$ cat src/rtl/morse_seq_pkg.sv
// -----------------------------------------------------------------------------
// morse_seq_pkg
// Shared definitions for the Morse command sequencer:
//   - message geometry (MAX_SYM symbols, length clamp value)
//   - 2-bit symbol codes and the one-hot emitter command words
//   - symToCmd(): maps a symbol code onto its emitter command
//   - state_e: sequencer FSM states
// -----------------------------------------------------------------------------
package morse_seq_pkg;

  localparam int         MAX_SYM   = 8;
  localparam logic [3:0] LEN_CLAMP = 4'(MAX_SYM);

  localparam logic [1:0] SYM_DOT  = 2'b00;
  localparam logic [1:0] SYM_DASH = 2'b01;
  localparam logic [1:0] SYM_LGAP = 2'b10;
  localparam logic [1:0] SYM_WGAP = 2'b11;

  localparam logic [3:0] CMD_NONE = 4'b0000;
  localparam logic [3:0] CMD_DOT  = 4'b0001;
  localparam logic [3:0] CMD_DASH = 4'b0010;
  localparam logic [3:0] CMD_LGAP = 4'b0100;
  localparam logic [3:0] CMD_WGAP = 4'b1000;

  typedef enum logic [2:0] {
    ST_IDLE,
    ST_LOAD,
    ST_ISSUE,
    ST_WAIT,
    ST_CLEAR,
    ST_RGAP,
    ST_FINISH
  } state_e;

  // Every 2-bit code has a command, so the result is always one-hot.
  function automatic logic [3:0] symToCmd(input logic [1:0] sym);
    logic [3:0] cmd;
    case (sym)
      SYM_DOT:  cmd = CMD_DOT;
      SYM_DASH: cmd = CMD_DASH;
      SYM_LGAP: cmd = CMD_LGAP;
      default:  cmd = CMD_WGAP;
    endcase
    return cmd;
  endfunction

endpackage

$ cat src/rtl/rr_arbiter_2.sv
// -----------------------------------------------------------------------------
// rr_arbiter_2
// Two-request round-robin arbiter with a last-served pointer.
//   clk_i, rst_i : clock, async active-high reset
//   req_i        : request bits, bit0 = requester 0
//   upd_i        : strobe recording updSel_i as the last served requester
//   updSel_i     : index of the requester just served
//   gnt_o        : combinational one-hot grant (00 when nothing requests)
// -----------------------------------------------------------------------------
module rr_arbiter_2 (
  input  logic       clk_i,
  input  logic       rst_i,
  input  logic [1:0] req_i,
  input  logic       upd_i,
  input  logic       updSel_i,
  output logic [1:0] gnt_o
);

  logic last_q;
  logic last_d;

  // Pointer register: resetting to "last served = 1" makes requester 0
  // the favoured one after reset.
  always_ff @(posedge clk_i or posedge rst_i) begin
    if (rst_i) begin
      last_q <= 1'b1;
    end else begin
      last_q <= last_d;
    end
  end

  // The pointer only moves when the sequencer finishes a job; on a
  // simultaneous request the requester not served last wins.
  always_comb begin
    last_d = last_q;
    if (upd_i) begin
      last_d = updSel_i;
    end

    gnt_o = 2'b00;
    case (req_i)
      2'b01:   gnt_o = 2'b01;
      2'b10:   gnt_o = 2'b10;
      2'b11:   gnt_o = last_q ? 2'b01 : 2'b10;
      default: gnt_o = 2'b00;
    endcase
  end

endmodule

$ cat src/rtl/morse_seq_control.sv
// -----------------------------------------------------------------------------
// morse_seq_control
// Arbitrates two message requesters, latches the winner's message and repeat
// count, and walks the emitter handshake one symbol at a time.
//   CLK, RST               : clock, async active-high reset
//   req_sig[1:0]           : level requests, bit0 = requester 0
//   msg0_data, msg1_data   : 8 symbols, LSB-first, 2 bits each
//   msg0_len, msg1_len     : symbol count, clamped to 8
//   rpt_num                : repeat count sampled at load, 0 acts as 1
//   gnt_sig[1:0]           : one-hot grant held for the job
//   done_sig[1:0]          : one-cycle completion pulse for the served requester
//   busy_sig, func_en_sig  : high from grant until completion
//   cmd_start_sig[3:0]     : one-hot emitter command
//   cmd_done_sig           : emitter command-complete pulse
// All outputs come straight from registers.
// -----------------------------------------------------------------------------
module morse_seq_control
  import morse_seq_pkg::*;
(
  input  logic        CLK,
  input  logic        RST,
  input  logic [1:0]  req_sig,
  input  logic [15:0] msg0_data,
  input  logic [15:0] msg1_data,
  input  logic [3:0]  msg0_len,
  input  logic [3:0]  msg1_len,
  input  logic [3:0]  rpt_num,
  output logic [1:0]  gnt_sig,
  output logic [1:0]  done_sig,
  output logic        busy_sig,
  output logic        func_en_sig,
  output logic [3:0]  cmd_start_sig,
  input  logic        cmd_done_sig
);

  state_e      state_q, state_d;
  logic        sel_q, sel_d;
  logic [15:0] data_q, data_d;
  logic [3:0]  len_q, len_d;
  logic [3:0]  rptTot_q, rptTot_d;
  logic [2:0]  idx_q, idx_d;
  logic [3:0]  rptCnt_q, rptCnt_d;
  logic [1:0]  step_q, step_d;
  logic [1:0]  gnt_q, gnt_d;
  logic [1:0]  done_q, done_d;
  logic        busy_q, busy_d;
  logic [3:0]  cmd_q, cmd_d;

  logic [1:0]  arbGnt;
  logic        arbUpd;
  logic [3:0]  loadLenRaw;
  logic [3:0]  loadLen;
  logic [1:0]  curSym;
  logic        lastSym;
  logic        lastRpt;

  rr_arbiter_2 u_arb (
    .clk_i    (CLK),
    .rst_i    (RST),
    .req_i    (req_sig),
    .upd_i    (arbUpd),
    .updSel_i (sel_q),
    .gnt_o    (arbGnt)
  );

  assign loadLenRaw = sel_q ? msg1_len : msg0_len;
  assign loadLen    = (loadLenRaw > LEN_CLAMP) ? LEN_CLAMP : loadLenRaw;
  assign curSym     = data_q[{idx_q, 1'b0} +: 2];
  assign lastSym    = ({1'b0, idx_q} == (len_q - 4'd1));
  assign lastRpt    = (rptCnt_q == (rptTot_q - 4'd1));

  // State and output registers. Reset clears everything at once, so a job
  // in flight is simply dropped with no done pulse.
  always_ff @(posedge CLK or posedge RST) begin
    if (RST) begin
      state_q  <= ST_IDLE;
      sel_q    <= 1'b0;
      data_q   <= '0;
      len_q    <= '0;
      rptTot_q <= '0;
      idx_q    <= '0;
      rptCnt_q <= '0;
      step_q   <= '0;
      gnt_q    <= '0;
      done_q   <= '0;
      busy_q   <= 1'b0;
      cmd_q    <= CMD_NONE;
    end else begin
      state_q  <= state_d;
      sel_q    <= sel_d;
      data_q   <= data_d;
      len_q    <= len_d;
      rptTot_q <= rptTot_d;
      idx_q    <= idx_d;
      rptCnt_q <= rptCnt_d;
      step_q   <= step_d;
      gnt_q    <= gnt_d;
      done_q   <= done_d;
      busy_q   <= busy_d;
      cmd_q    <= cmd_d;
    end
  end

  // Next-state and output decode. Outputs are registered from the current
  // state, so each one lands one edge after the state that produces it.
  // RGAP runs a small step counter: one zero cycle, then the automatic word
  // gap, then wait for the emitter; cmd_done_sig is only honoured in that
  // last step and in WAIT.
  always_comb begin
    state_d  = state_q;
    sel_d    = sel_q;
    data_d   = data_q;
    len_d    = len_q;
    rptTot_d = rptTot_q;
    idx_d    = idx_q;
    rptCnt_d = rptCnt_q;
    step_d   = step_q;
    gnt_d    = gnt_q;
    done_d   = 2'b00;
    busy_d   = busy_q;
    cmd_d    = cmd_q;
    arbUpd   = 1'b0;

    case (state_q)
      ST_IDLE: begin
        gnt_d  = 2'b00;
        busy_d = 1'b0;
        cmd_d  = CMD_NONE;
        if (|req_sig) begin
          sel_d   = arbGnt[1];
          state_d = ST_LOAD;
        end
      end
      ST_LOAD: begin
        data_d   = sel_q ? msg1_data : msg0_data;
        len_d    = loadLen;
        rptTot_d = (rpt_num == 4'd0) ? 4'd1 : rpt_num;
        idx_d    = '0;
        rptCnt_d = '0;
        step_d   = '0;
        gnt_d    = sel_q ? 2'b10 : 2'b01;
        busy_d   = 1'b1;
        state_d  = (loadLen == 4'd0) ? ST_FINISH : ST_ISSUE;
      end
      ST_ISSUE: begin
        cmd_d   = symToCmd(curSym);
        state_d = ST_WAIT;
      end
      ST_WAIT: begin
        if (cmd_done_sig) begin
          if (!lastSym) begin
            idx_d   = idx_q + 3'd1;
            state_d = ST_CLEAR;
          end else if (!lastRpt) begin
            idx_d    = '0;
            rptCnt_d = rptCnt_q + 4'd1;
            step_d   = '0;
            state_d  = ST_RGAP;
          end else begin
            state_d = ST_FINISH;
          end
        end
      end
      ST_CLEAR: begin
        cmd_d   = CMD_NONE;
        state_d = ST_ISSUE;
      end
      ST_RGAP: begin
        case (step_q)
          2'd0: begin
            cmd_d  = CMD_NONE;
            step_d = 2'd1;
          end
          2'd1: begin
            cmd_d  = CMD_WGAP;
            step_d = 2'd2;
          end
          default: begin
            if (cmd_done_sig) begin
              step_d  = '0;
              state_d = ST_CLEAR;
            end
          end
        endcase
      end
      ST_FINISH: begin
        cmd_d   = CMD_NONE;
        done_d  = gnt_q;
        arbUpd  = 1'b1;
        state_d = ST_IDLE;
      end
      default: begin
        state_d = ST_IDLE;
      end
    endcase
  end

  assign gnt_sig       = gnt_q;
  assign done_sig      = done_q;
  assign busy_sig      = busy_q;
  assign func_en_sig   = busy_q;
  assign cmd_start_sig = cmd_q;

endmodule

$ cat config.mk
export PLATFORM = sky130hd
export DESIGN_NAME = morse_seq_control
export DESIGN_NICKNAME = d
export VERILOG_FILES = /design/src/rtl/morse_seq_pkg.sv /design/src/rtl/rr_arbiter_2.sv /design/src/rtl/morse_seq_control.sv
export SDC_FILE = /design/constraint.sdc
export NUM_CORES = 1
export LEC_CHECK = 0
export ABC_AREA = 0
export BUFFER_PORTS_ARGS = -buffer_cell sky130_fd_sc_hd__buf_2
export CAP_MARGIN = 20
export CELL_PAD_IN_SITES_DETAIL_PLACEMENT = 1
export CELL_PAD_IN_SITES_GLOBAL_PLACEMENT = 1
export CORE_ASPECT_RATIO = 1.1
export CORE_MARGIN = 4
export CORE_UTILIZATION = 30
export CTS_CLUSTER_DIAMETER = 150
export DETAILED_ROUTE_END_ITERATION = 7
export PLACE_DENSITY = 0.75
export SYNTH_ARGS = -nofsm -noshare
export SYNTH_HDL_FRONTEND = slang
export SYNTH_SLANG_ARGS = --single-unit
$ cat constraint.sdc
create_clock -name CLK -period 2 [get_ports CLK]
set_input_delay 0.1 -clock CLK [delete_from_list [all_inputs] [get_ports CLK]]
set_output_delay 0.1 -clock CLK [all_outputs]
set_load 0.03 [all_outputs]
==> summary.md <==
| Metric | Value |
|---|---|
| Nets | `between 300 and 400` |
| Synth warnings | `0` |
| Worst path bufs/invs | `1` |
| Fin cells | `approximately 430` |
| Leakage | `1.52 nW` |
| Hold Startpoint | `rpt_num[2]` |
| Synth-to-Final Area Change | `26.1%` |
| Critical path arrival | `~2100 ps` |
| Critical Path Slowest Stage Cell | `or3_2` |
| Switching fraction of total power | `between 40% and 50%` |
| Hold Path Class | `input port to register` |
| CTS Buf Count | `5` |
| Clk_skew | `about 11 ps` |
| Final hold vios | `0` |
| Critical Path Start Type | `register` |
| Slew margin rel. | `59.4%` |
| Internal Power | `~2.8 mW` |
| Placed Cells | `417` |
| Synth Instances | `~250` |
| Pins Over Slew Limit | `0` |
| Crit path from | `len_q[1]` |
| Antenna viol nets, final | `0` |
| Vias/cell | `around 4.9` |
| Vias in the first global route | `about 2200` |
| CP Data Required Time | `2230 ps` |
| Outcome | `complete, no violations` |
| First-pass detailed-route iteration total | `4` |
| Root Buffer | `clkbuf_8` |
| Effective utilization at floorplan | `about 31%` |
| Peak VDD IR | `between 0.4 and 0.5 mV` |
| Clk network pwr share | `12.8%` |
| Top_reg_cell synth | `dfrtp_1` |
| Sequential fraction of the synthesis area | `46.9%` |
| Worst path cell trace | `inv_2, ha_4, xnor2_2, nor3_4, o211ai_4, or3_2, a21oi_2` |
| Clk buf depth | `2` |
| Power Density | `~1500 nW/µm²` |
| Clk Latency, worst-skew pair | `300 ps` |
| Pin count of the biggest net entering global routing | `48` |
| Crit Path Class | `register to register` |
| Number of synthesized flops with an enable pin | `0` |
| Synth Net Count | `a little over 300` |
| Post-route minimum period | `1900 ps` |
| Clk sink count | `between 40 and 50` |
| Routability congestion estimate | `0.819` |
| CTS tree | `built` |
| Vias | `approximately 2100` |
| Crit path max-delay family | `simple AND/OR/NAND/NOR gates` |
| First-pass GRT wire length | `10.7 mm` |
| Core ar. | `8040 µm²` |
| Distinct cells, synth | `45` |
| Wire per inst | `approximately 15 µm` |
| Total of max-cap violations | `0` |
| Worst reg2reg startpoint | `len_q[1]` |
| ANT cells | `0` |
| DP Wirelength | `roughly 4.7 mm` |
| IO Port Bufs | `58` |
| Pin slew with the least headroom to its limit | `608 ps` |
| Combinational Power Share | `between 50% and 60%` |
| Fin crit share | `between 90% and 100%` |
| RSZ-0062 raised after global routing | `false` |
| 1st-iter DRT viols | `70` |
| Initial antenna violation count | `0` |
| Final setup violation count | `0` |
| Mapped Area | `2510 µm²` |
| Rows | `34` |
| Layout cells sized above 1 | `31.5%` |
| Reg clk slew, reported paths | `roughly 80 ps` |
| Net Sw Power | `2.03 mW` |
| CP Max Fanout | `6` |
| DIE WIDTH | `around 95 µm` |
| DRC Markers | `0` |
| H-tree depth | `2` |
| Synth Register Bits | `47` |
| Ports | `59` |
| DIE HEIGHT | `about 100 µm` |
| FMAX | `between 500 and 600 MHz` |
| Hold_ws | `roughly 26 ps` |
| GRT Total Usage | `13.2%` |
| Async S/R FF share, synth | `100%` |
| CP max stage delay | `a little under 500 ps` |
| Avg Cell Area, Syn | `9.92 µm²` |
| Post-Route WL | `between 6 and 7 mm` |
| Die area | `a little under 10000 µm²` |
| Setup crit end kind | `register` |
| Grt ovf | `0` |
| Sequential share of power | `35.1%` |
## worst min-delay path: cells and delay by family
| family | cells | cell delay, ps |
|---|---|---|
| buffers and inverters | 1 | 90 |
| and+or+nand+nor | 2 | 100 |
## routing by layer
layer | vias up | wire (µm) | track usage [%]
met5 | - | 0 | 0
met1 | 1000 | 2670 | 16.7
met4 | 0 | 80 | 2.78
met2 | 50 | 3200 | 22.7
met3 | 8 | 273 | 3.04
li1 | 1034 | - | -
## state kept, by name (all words and copies together) (netlist names)
name           count
idx_q              3
done_sig           2
rptTot_q           4
state_q            3
data_q            16
u_arb.last_q       1
rptCnt_q           4
sel_q              1
busy_sig           1
step_q             2
cmd_start_sig      4
len_q              4
gnt_sig            2
## stage by stage
step / power [mW] / utilization [%] / area, µm² / TNS, ps / setup slack [ps]
2_1_floorplan: 3.35 / - / 2510 / 0 / 81.5
5_1_grt: 5.22 / 39.4 / 3160 / 0 / 14.2
4_1_cts: 4.77 / 38.8 / 3120 / 0 / 6.05
3_3_place_gp: 3.96 / 37.2 / 2990 / 0 / 91.8
6_report: 4.80 / 39.4 / 3160 / 0 / 103
3_5_place_dp: 4.08 / 37.2 / 2990 / -73.7 / -48.9
## final timing paths
path	end	slack (ps)	cells after the start
worst min-delay path	rptTot_q[2]	30	3
worst max-delay path	rptCnt_q[3]	100	7
worst min register to register	data_q[5]	480	2
min in group asynchronous	data_q[10]	490	4
max in group asynchronous	idx_q[0]	1070	4
worst max register to register	rptCnt_q[3]	100	7
## area by class of cell
type	count	area, µm²
Inverter	8	30.0
Clock buffer	7	86.3
Tap cell	108	135
Clock inverter	1	8.76
Fill cell	931	4880
Multi-Input combinational cell	184	1290
Sequential cell	47	1180
Timing Repair Buffer	74	438
## synth_stat cells, types with 2 or more instances
library cell   n  area share (%)
a21oi_1        8             1.6
mux2i_1       20             8.0
inv_1          8             1.2
xor2_1         3             1.0
or4_1          2            0.60
mux4_2         4             3.6
nor2_1        10             1.5
mux2_2         3             1.3
nand2_1       44             6.6
o22ai_1        2            0.50
o21a_1         2            0.60
nor2b_1        2            0.50
a22o_1         3             1.0
o2bb2ai_1      2            0.70
nand2b_1       3            0.75
nor3_1         9             1.8
ha_1           4             2.0
xnor2_1        6             2.1
a32o_1         2            0.80
clkbuf_1      11             1.6
and2_1         3            0.75
o21ai_0       28             5.6
nand3_1        6             1.2
nand4_1        2            0.50
dfrtp_1       46              46
## logic make-up (layout without fill, tap and decap cells)
kind of cell / Yosys count / after routing / share of synthesized area, %
buffers and inverters: 22 / 90 / 3.49
DFF: 47 / 47 / 46.9
and+or+nand+nor: 87 / 87 / 16.0
adders and majority gates: 4 / 4 / 2.00
AOI/OAI and AO/OA: 55 / 55 / 13.7
xor gates and xnor gates: 11 / 11 / 4.99
muxes: 27 / 27 / 12.9
## layout by cell type, fill, tap and decap left out, drive strengths merged, types with 2 or more instances in the layout
master    n
a21oi     8
a22o      3
a32o      2
and2      4
buf      73
clkbuf    7
dfrtp    46
ha        4
inv       8
mux2      3
mux2i    20
mux4      4
nand2    44
nand2b    3
nand3     6
nand4     2
nor2     10
nor2b     2
nor3     10
o21a      2
o21ai    28
o22ai     2
o2bb2ai   2
or4       2
xnor2     6
xor2      3
## power groups by stage
stage          logic [mW]  registers [mW]  clock network, mW
2_1_floorplan        1.66            1.69                  0
3_3_place_gp         2.28            1.68                  0
3_5_place_dp         2.38            1.70                  0
4_1_cts              2.44            1.68              0.639
5_1_grt              2.79            1.75              0.679
6_report             2.50            1.68              0.614
## timing repair
action / 4_1_cts / 5_1_grt
endpoints found under the setup margin: 2 / 6
hold endpoints to repair: 46 / 0
cloned: 0 / 0
setup buffers: 1 / 2
hold buffers: 1 / 0
gates resized for setup: 2 / 7
pin swaps: 1 / 3
Note: power is estimated with default switching activity, not from simulation.
